$ cat config.mk
export PLATFORM = sky130hd
export DESIGN_NAME = rr_arb3_ctrl
export DESIGN_NICKNAME = d
export VERILOG_FILES = /design/src/rtl/rr_arb3_pkg.sv /design/src/rtl/rr_pick3.sv /design/src/rtl/rr_arb3_ctrl.sv
export SDC_FILE = /design/constraint.sdc
export NUM_CORES = 1
export LEC_CHECK = 0
export BUFFER_PORTS_ARGS = -buffer_cell sky130_fd_sc_hd__buf_2
export CORE_UTILIZATION = 46
export CTS_BUF_LIST = sky130_fd_sc_hd__clkbuf_8
export CTS_CLUSTER_SIZE = 10
export DETAILED_ROUTE_END_ITERATION = 6
export PLACE_DENSITY = 0.67
export SYNTH_ARGS = -nofsm -noshare
export SYNTH_HDL_FRONTEND = slang
export SYNTH_HIERARCHICAL = 1
export SYNTH_SLANG_ARGS = --single-unit
$ cat constraint.sdc
create_clock -name CLK -period 2.7 [get_ports CLK]
set_clock_uncertainty 0.15 [all_clocks]
set_input_delay 0.27 -clock CLK [delete_from_list [all_inputs] [get_ports CLK]]
set_output_delay 0.27 -clock CLK [all_outputs]
set_load 0.02 [all_outputs]
$ cat src/rtl/rr_arb3_pkg.sv
// Shared types and helpers for the three-client round-robin arbiter.
package rr_arb3_pkg;

    localparam int unsigned NREQ = 3;
    localparam int unsigned IDW  = 2;

    localparam logic [IDW-1:0] GNT_NONE = 2'b11;

    typedef enum logic [1:0] {
        IDLE  = 2'd0,
        GRANT = 2'd1,
        GAP   = 2'd2
    } state_e;

    // Successor index modulo three; out-of-range input wraps to client 0.
    function automatic logic [IDW-1:0] next_idx(input logic [IDW-1:0] last);
        logic [IDW-1:0] nxt;
        case (last)
            2'd0:    nxt = 2'd1;
            2'd1:    nxt = 2'd2;
            default: nxt = 2'd0;
        endcase
        return nxt;
    endfunction

    function automatic logic [NREQ-1:0] idx2oh(input logic [IDW-1:0] idx);
        logic [NREQ-1:0] oh;
        case (idx)
            2'd0:    oh = 3'b001;
            2'd1:    oh = 3'b010;
            2'd2:    oh = 3'b100;
            default: oh = 3'b000;
        endcase
        return oh;
    endfunction

endpackage

$ cat src/rtl/rr_pick3.sv
// Combinational round-robin pick: rotate so that (last+1) is slot 0,
// fixed-priority select, then map the slot back to a client index.
module rr_pick3
    import rr_arb3_pkg::*;
(
    input  logic [NREQ-1:0] req,
    input  logic [IDW-1:0]  last,
    output logic [IDW-1:0]  pick_id,
    output logic            pick_vld
);

    logic [IDW-1:0]  base;
    logic [NREQ-1:0] rot;
    logic [NREQ-1:0] sel;

    assign base = next_idx(last);

    always_comb begin
        rot = req;
        case (base)
            2'd1:    rot = {req[0], req[2], req[1]};
            2'd2:    rot = {req[1], req[0], req[2]};
            default: rot = req;
        endcase
    end

    // Fixed-priority network: slot 0 beats slot 1 beats slot 2.
    assign sel[0]   = rot[0];
    assign sel[1]   = ~rot[0] & rot[1];
    assign sel[2]   = ~(rot[0] | rot[1]) & rot[2];
    assign pick_vld = rot[0] | rot[1] | rot[2];

    always_comb begin
        pick_id = GNT_NONE;
        if (sel[0])
            pick_id = base;
        else if (sel[1])
            pick_id = next_idx(base);
        else if (sel[2])
            pick_id = next_idx(next_idx(base));
    end

endmodule

$ cat src/rtl/rr_arb3_ctrl.sv
// Three-requester round-robin arbiter with registered one-hot grant,
// per-tenure hold limit and a mandatory one-cycle gap between grants.
module rr_arb3_ctrl
    import rr_arb3_pkg::*;
#(
    parameter int unsigned MAX_HOLD = 16,
    parameter int unsigned CW       = 5
) (
    input  logic            CLK,
    input  logic            RN,
    input  logic [2:0]      req,
    output logic [2:0]      gnt,
    output logic [1:0]      gnt_id,
    output logic            busy,
    output logic            timeout
);

    localparam logic [CW-1:0] MAX_HOLD_C = CW'(MAX_HOLD);
    localparam logic [CW-1:0] CNT_SAT    = {CW{1'b1}};

    state_e          state_q, state_d;
    logic [IDW-1:0]  last_q, last_d;
    logic [CW-1:0]   hold_q, hold_d;

    logic [NREQ-1:0] gnt_d;
    logic [IDW-1:0]  gnt_id_d;
    logic            busy_d;
    logic            timeout_d;

    logic [IDW-1:0]  pick_id;
    logic            pick_vld;
    logic            req_g;
    logic            hold_lim;

    rr_pick3 u_pick (
        .req      (req),
        .last     (last_q),
        .pick_id  (pick_id),
        .pick_vld (pick_vld)
    );

    assign req_g    = |(gnt & req);
    assign hold_lim = (MAX_HOLD != 0) && (hold_q >= MAX_HOLD_C);

    // State, pointer, counter and output registers.
    always_ff @(posedge CLK or negedge RN) begin
        if (!RN) begin
            state_q <= IDLE;
            last_q  <= 2'd2;
            hold_q  <= '0;
            gnt     <= '0;
            gnt_id  <= GNT_NONE;
            busy    <= 1'b0;
            timeout <= 1'b0;
        end else begin
            state_q <= state_d;
            last_q  <= last_d;
            hold_q  <= hold_d;
            gnt     <= gnt_d;
            gnt_id  <= gnt_id_d;
            busy    <= busy_d;
            timeout <= timeout_d;
        end
    end

    // Next state, last pointer and hold counter.
    always_comb begin
        state_d = state_q;
        last_d  = last_q;
        hold_d  = hold_q;
        case (state_q)
            IDLE, GAP: begin
                if (pick_vld) begin
                    state_d = GRANT;
                    hold_d  = CW'(1);
                end else begin
                    state_d = IDLE;
                end
            end
            GRANT: begin
                if (req_g && !hold_lim) begin
                    hold_d = (hold_q == CNT_SAT) ? hold_q : hold_q + CW'(1);
                end else begin
                    state_d = GAP;
                    last_d  = gnt_id;
                    hold_d  = '0;
                end
            end
            default: begin
                state_d = IDLE;
                hold_d  = '0;
            end
        endcase
    end

    // Next values of the registered outputs.
    always_comb begin
        gnt_d     = '0;
        gnt_id_d  = GNT_NONE;
        timeout_d = 1'b0;
        case (state_q)
            IDLE, GAP: begin
                if (pick_vld) begin
                    gnt_d    = idx2oh(pick_id);
                    gnt_id_d = pick_id;
                end
            end
            GRANT: begin
                if (req_g && !hold_lim) begin
                    gnt_d    = gnt;
                    gnt_id_d = gnt_id;
                end else begin
                    // A still-requesting client losing the grant is a forced release.
                    timeout_d = req_g;
                end
            end
            default: ;
        endcase
        busy_d = (state_d == GRANT);
    end

endmodule

==> summary.md <==
| Metric | Value |
|---|---|
| Status | `finished, final reports clean` |
| H-tree depth | `1` |
| Initial antenna violation count | `0` |
| Reg-to-Reg End | `hold_q[3]$_DFFE_PN0P_` |
| Final slew viol count | `0` |
| Worst r2r path cells | `6` |
| TritonCTS clock tree | `built` |
| FF-to-FF Start | `hold_q[0]$_DFFE_PN0P_` |
| Layout fillers | `134` |
| Largest net degree at the start of global routing | `17` |
| GRT met2 Usage | `30.7%` |
| Post-synth EDFFs | `0` |
| Worst-case clock buffer depth | `2` |
| Post-CTS Repair Setup Buffers | `0` |
| Avg Inst Size Synth | `11.1 µm²` |
| Clock sink count | `16` |
| Final instance area | `911 µm²` |
| Die height | `43.2 µm` |
| Post-Syn Area | `779 µm²` |
| CP startpoint | `hold_q[0]$_DFFE_PN0P_` |
| Skew-Pair Late Insertion Delay | `0.25 ns` |
| Yosys reg bits | `16` |
| Post-Syn Nets | `77` |
| # diodes | `0` |
| Area leader, netlist | `dfrtp_1` |
| Crit share post-route | `74.4%` |
| Lkg Pwr | `0.441 nW` |
| Layout cell share with drive strength beyond 1 | `28.2%` |
| Hold Path Class | `in2async` |
| Setup crit start kind | `register` |
| Layout Nets | `93` |
| Setup Viol. Count Final | `0` |
| Most Crowded Layer GR | `met2` |
| Kind of critical path | `reg2reg` |
| Main synth FF type | `dfrtp_1` |
| Number of global-route vias before repair | `636` |
| Routed len/inst | `15.0 µm` |
| P&R area growth vs syn | `16.9%` |
| Hold WS | `0.312 ns` |
| Met3 Usage GRT | `4.26%` |
| Maximum fanout along the worst path | `7` |
| Unrepaired setup endpoints after global routing | `no` |
| Synth top area cells | `dfrtp_1, dfstp_2, nor2_1` |
| Port Buffers | `11` |
| DRC viols | `0` |
| Period minus WS final | `2.01 ns` |
| Max-cap violations | `0` |
| Clk slew on worst S/H paths | `0.06 ns` |
| Worst slew pin tran | `0.391 ns` |
| WP data required | `2.72 ns` |
| Share of the synthesized area in the top cell type | `41.7%` |
| Total core area | `0.00154 mm²` |
| Endpoints failing hold | `0` |
| Site Rows | `14` |
| M1 GR Usage | `22.7%` |
| Detailed Route WL | `1520 µm` |
| Routed Antenna Nets | `0` |
| Total power | `0.914 mW` |
| Peak Freq | `498 MHz` |
| Most frequent cells in the layout | `dfrtp_1, buf_2, nor2_1` |
| PnR worst setup slack | `0.692 ns` |
| Reg2Reg Setup Slack | `0.69 ns` |
| Gr ovfl total | `0` |
| Cts bufs inserted | `3` |
| Routability cong. | `0.762` |
| CP Capture Type | `register` |
| I/O pin count | `12` |
| Post-cts hold buffer count | `1` |
| Post-CTS sizing | `0` |
| Die area | `0.00186 mm²` |
| Clock root buffer | `clkbuf_8` |
| Vias per Instance | `5.93` |
| GRT Total Usage | `18.9%` |
| WP data arrival | `2.03 ns` |
| Peak VDD IR | `0.000617 V` |
| Vias post-DR | `599` |
| Place WS | `0.704 ns` |
| Area after DPL | `846 µm²` |
| Yosys synthesis warning count | `6` |
| Netlist cell types | `32` |
| Initial Util | `50.6%` |
| Max-slew headroom | `73.6%` |
| Total Neg Setup Slack | `0 ns` |
| Initial DRC count | `18` |
| HPWL Detailed | `1130 µm` |
| Post-synth ARST share | `100%` |
| Pre-antenna DRT Iters | `4` |
| Die X | `43.2 µm` |
| Commonest non-fill, non-tap cell in the layout | `dfrtp_1` |
| First-pass GRT wire length | `2600 µm` |
| Power Dens Cells | `1000 mW/mm²` |
| Number of cells produced by synthesis | `70` |
| Sequential share of the synthesized area | `51.8%` |
## worst max path at each step
stage	to	slack (ns)	cells past startpoint
CTS	hold_q[3]$_DFFE_PN0P_	0.68	6
detailed placement	hold_q[3]$_DFFE_PN0P_	0.70	6
finish	hold_q[3]$_DFFE_PN0P_	0.69	6
global placement	hold_q[3]$_DFFE_PN0P_	0.76	6
global route	hold_q[3]$_DFFE_PN0P_	0.57	6
floorplan	hold_q[3]$_DFFE_PN0P_	0.80	6
## metrics by stage
stage	std cells	util, %
3_3_place_gp	96	54.9
6_report	101	59.1
5_1_grt	101	59.1
4_1_cts	101	59.1
3_5_place_dp	96	54.9
2_1_floorplan	70	-
## layer usage
metal / wire length [µm] / up-vias / part of all wire (%)
met3: 64 / 4 / 4.2
met2: 740 / 17 / 49
met5: 0 / - / 0
met4: 23 / 0 / 1.5
li1: - / 291 / -
met1: 689 / 287 / 45
## logic make-up after synthesis
| kind of cell | Yosys count | synth area share (%) |
|---|---|---|
| AO/OA/AOI/OAI | 15 | 16.2 |
| adder cells (fa/ha/maj) | 2 | 3.21 |
| buffers and inverters | 4 | 3.05 |
| flip-flops | 16 | 51.8 |
| multiplexers | 3 | 4.17 |
| AND/OR/NAND/NOR | 30 | 21.5 |
## sequential cells by signal, summed over array words and instances (netlist names)
register and count:
timeout 1, last_q 2, gnt_id 2, busy 1, gnt 3, state_q 2
hold_q 5
## layout make-up
| cell class | count | area, µm² | area share (%) |
|---|---|---|---|
| clock buffer | 4 | 55.1 | 6.04 |
| multi-input combinational | 50 | 352 | 38.6 |
| sequential | 16 | 404 | 44.4 |
| tap | 16 | 20.0 | 2.20 |
| inverter | 2 | 7.51 | 0.824 |
| timing repair buffer | 13 | 72.6 | 7.97 |
## power breakdown
| part | leakage [nW] | internal, mW | total (mW) | switching, mW |
|---|---|---|---|---|
| combinational | 0.212 | 0.132 | 0.320 | 0.188 |
| sequential | 0.200 | 0.327 | 0.385 | 0.0577 |
| clock | 0.0288 | 0.129 | 0.208 | 0.0789 |
## synthesized netlist by cell type (2+ instances only)
master and count:
a21o_1 2, ha_1 2, nor2b_1 4, dfrtp_1 13
nor3_1 4, o32ai_1 2, nand2_1 5, nor2_1 7
dfstp_2 3, mux2_2 2, nor4b_1 2, a22o_1 3
inv_1 2
## critical path, cell delays in order (launching register included)
cell and delay, ns:
dfrtp_1 0.40, ha_1 0.22, and3_1 0.18, ha_1 0.25, nand4b_1 0.22, or4_4 0.43, o211ai_2 0.08
Power figures use the tool's default switching activity.
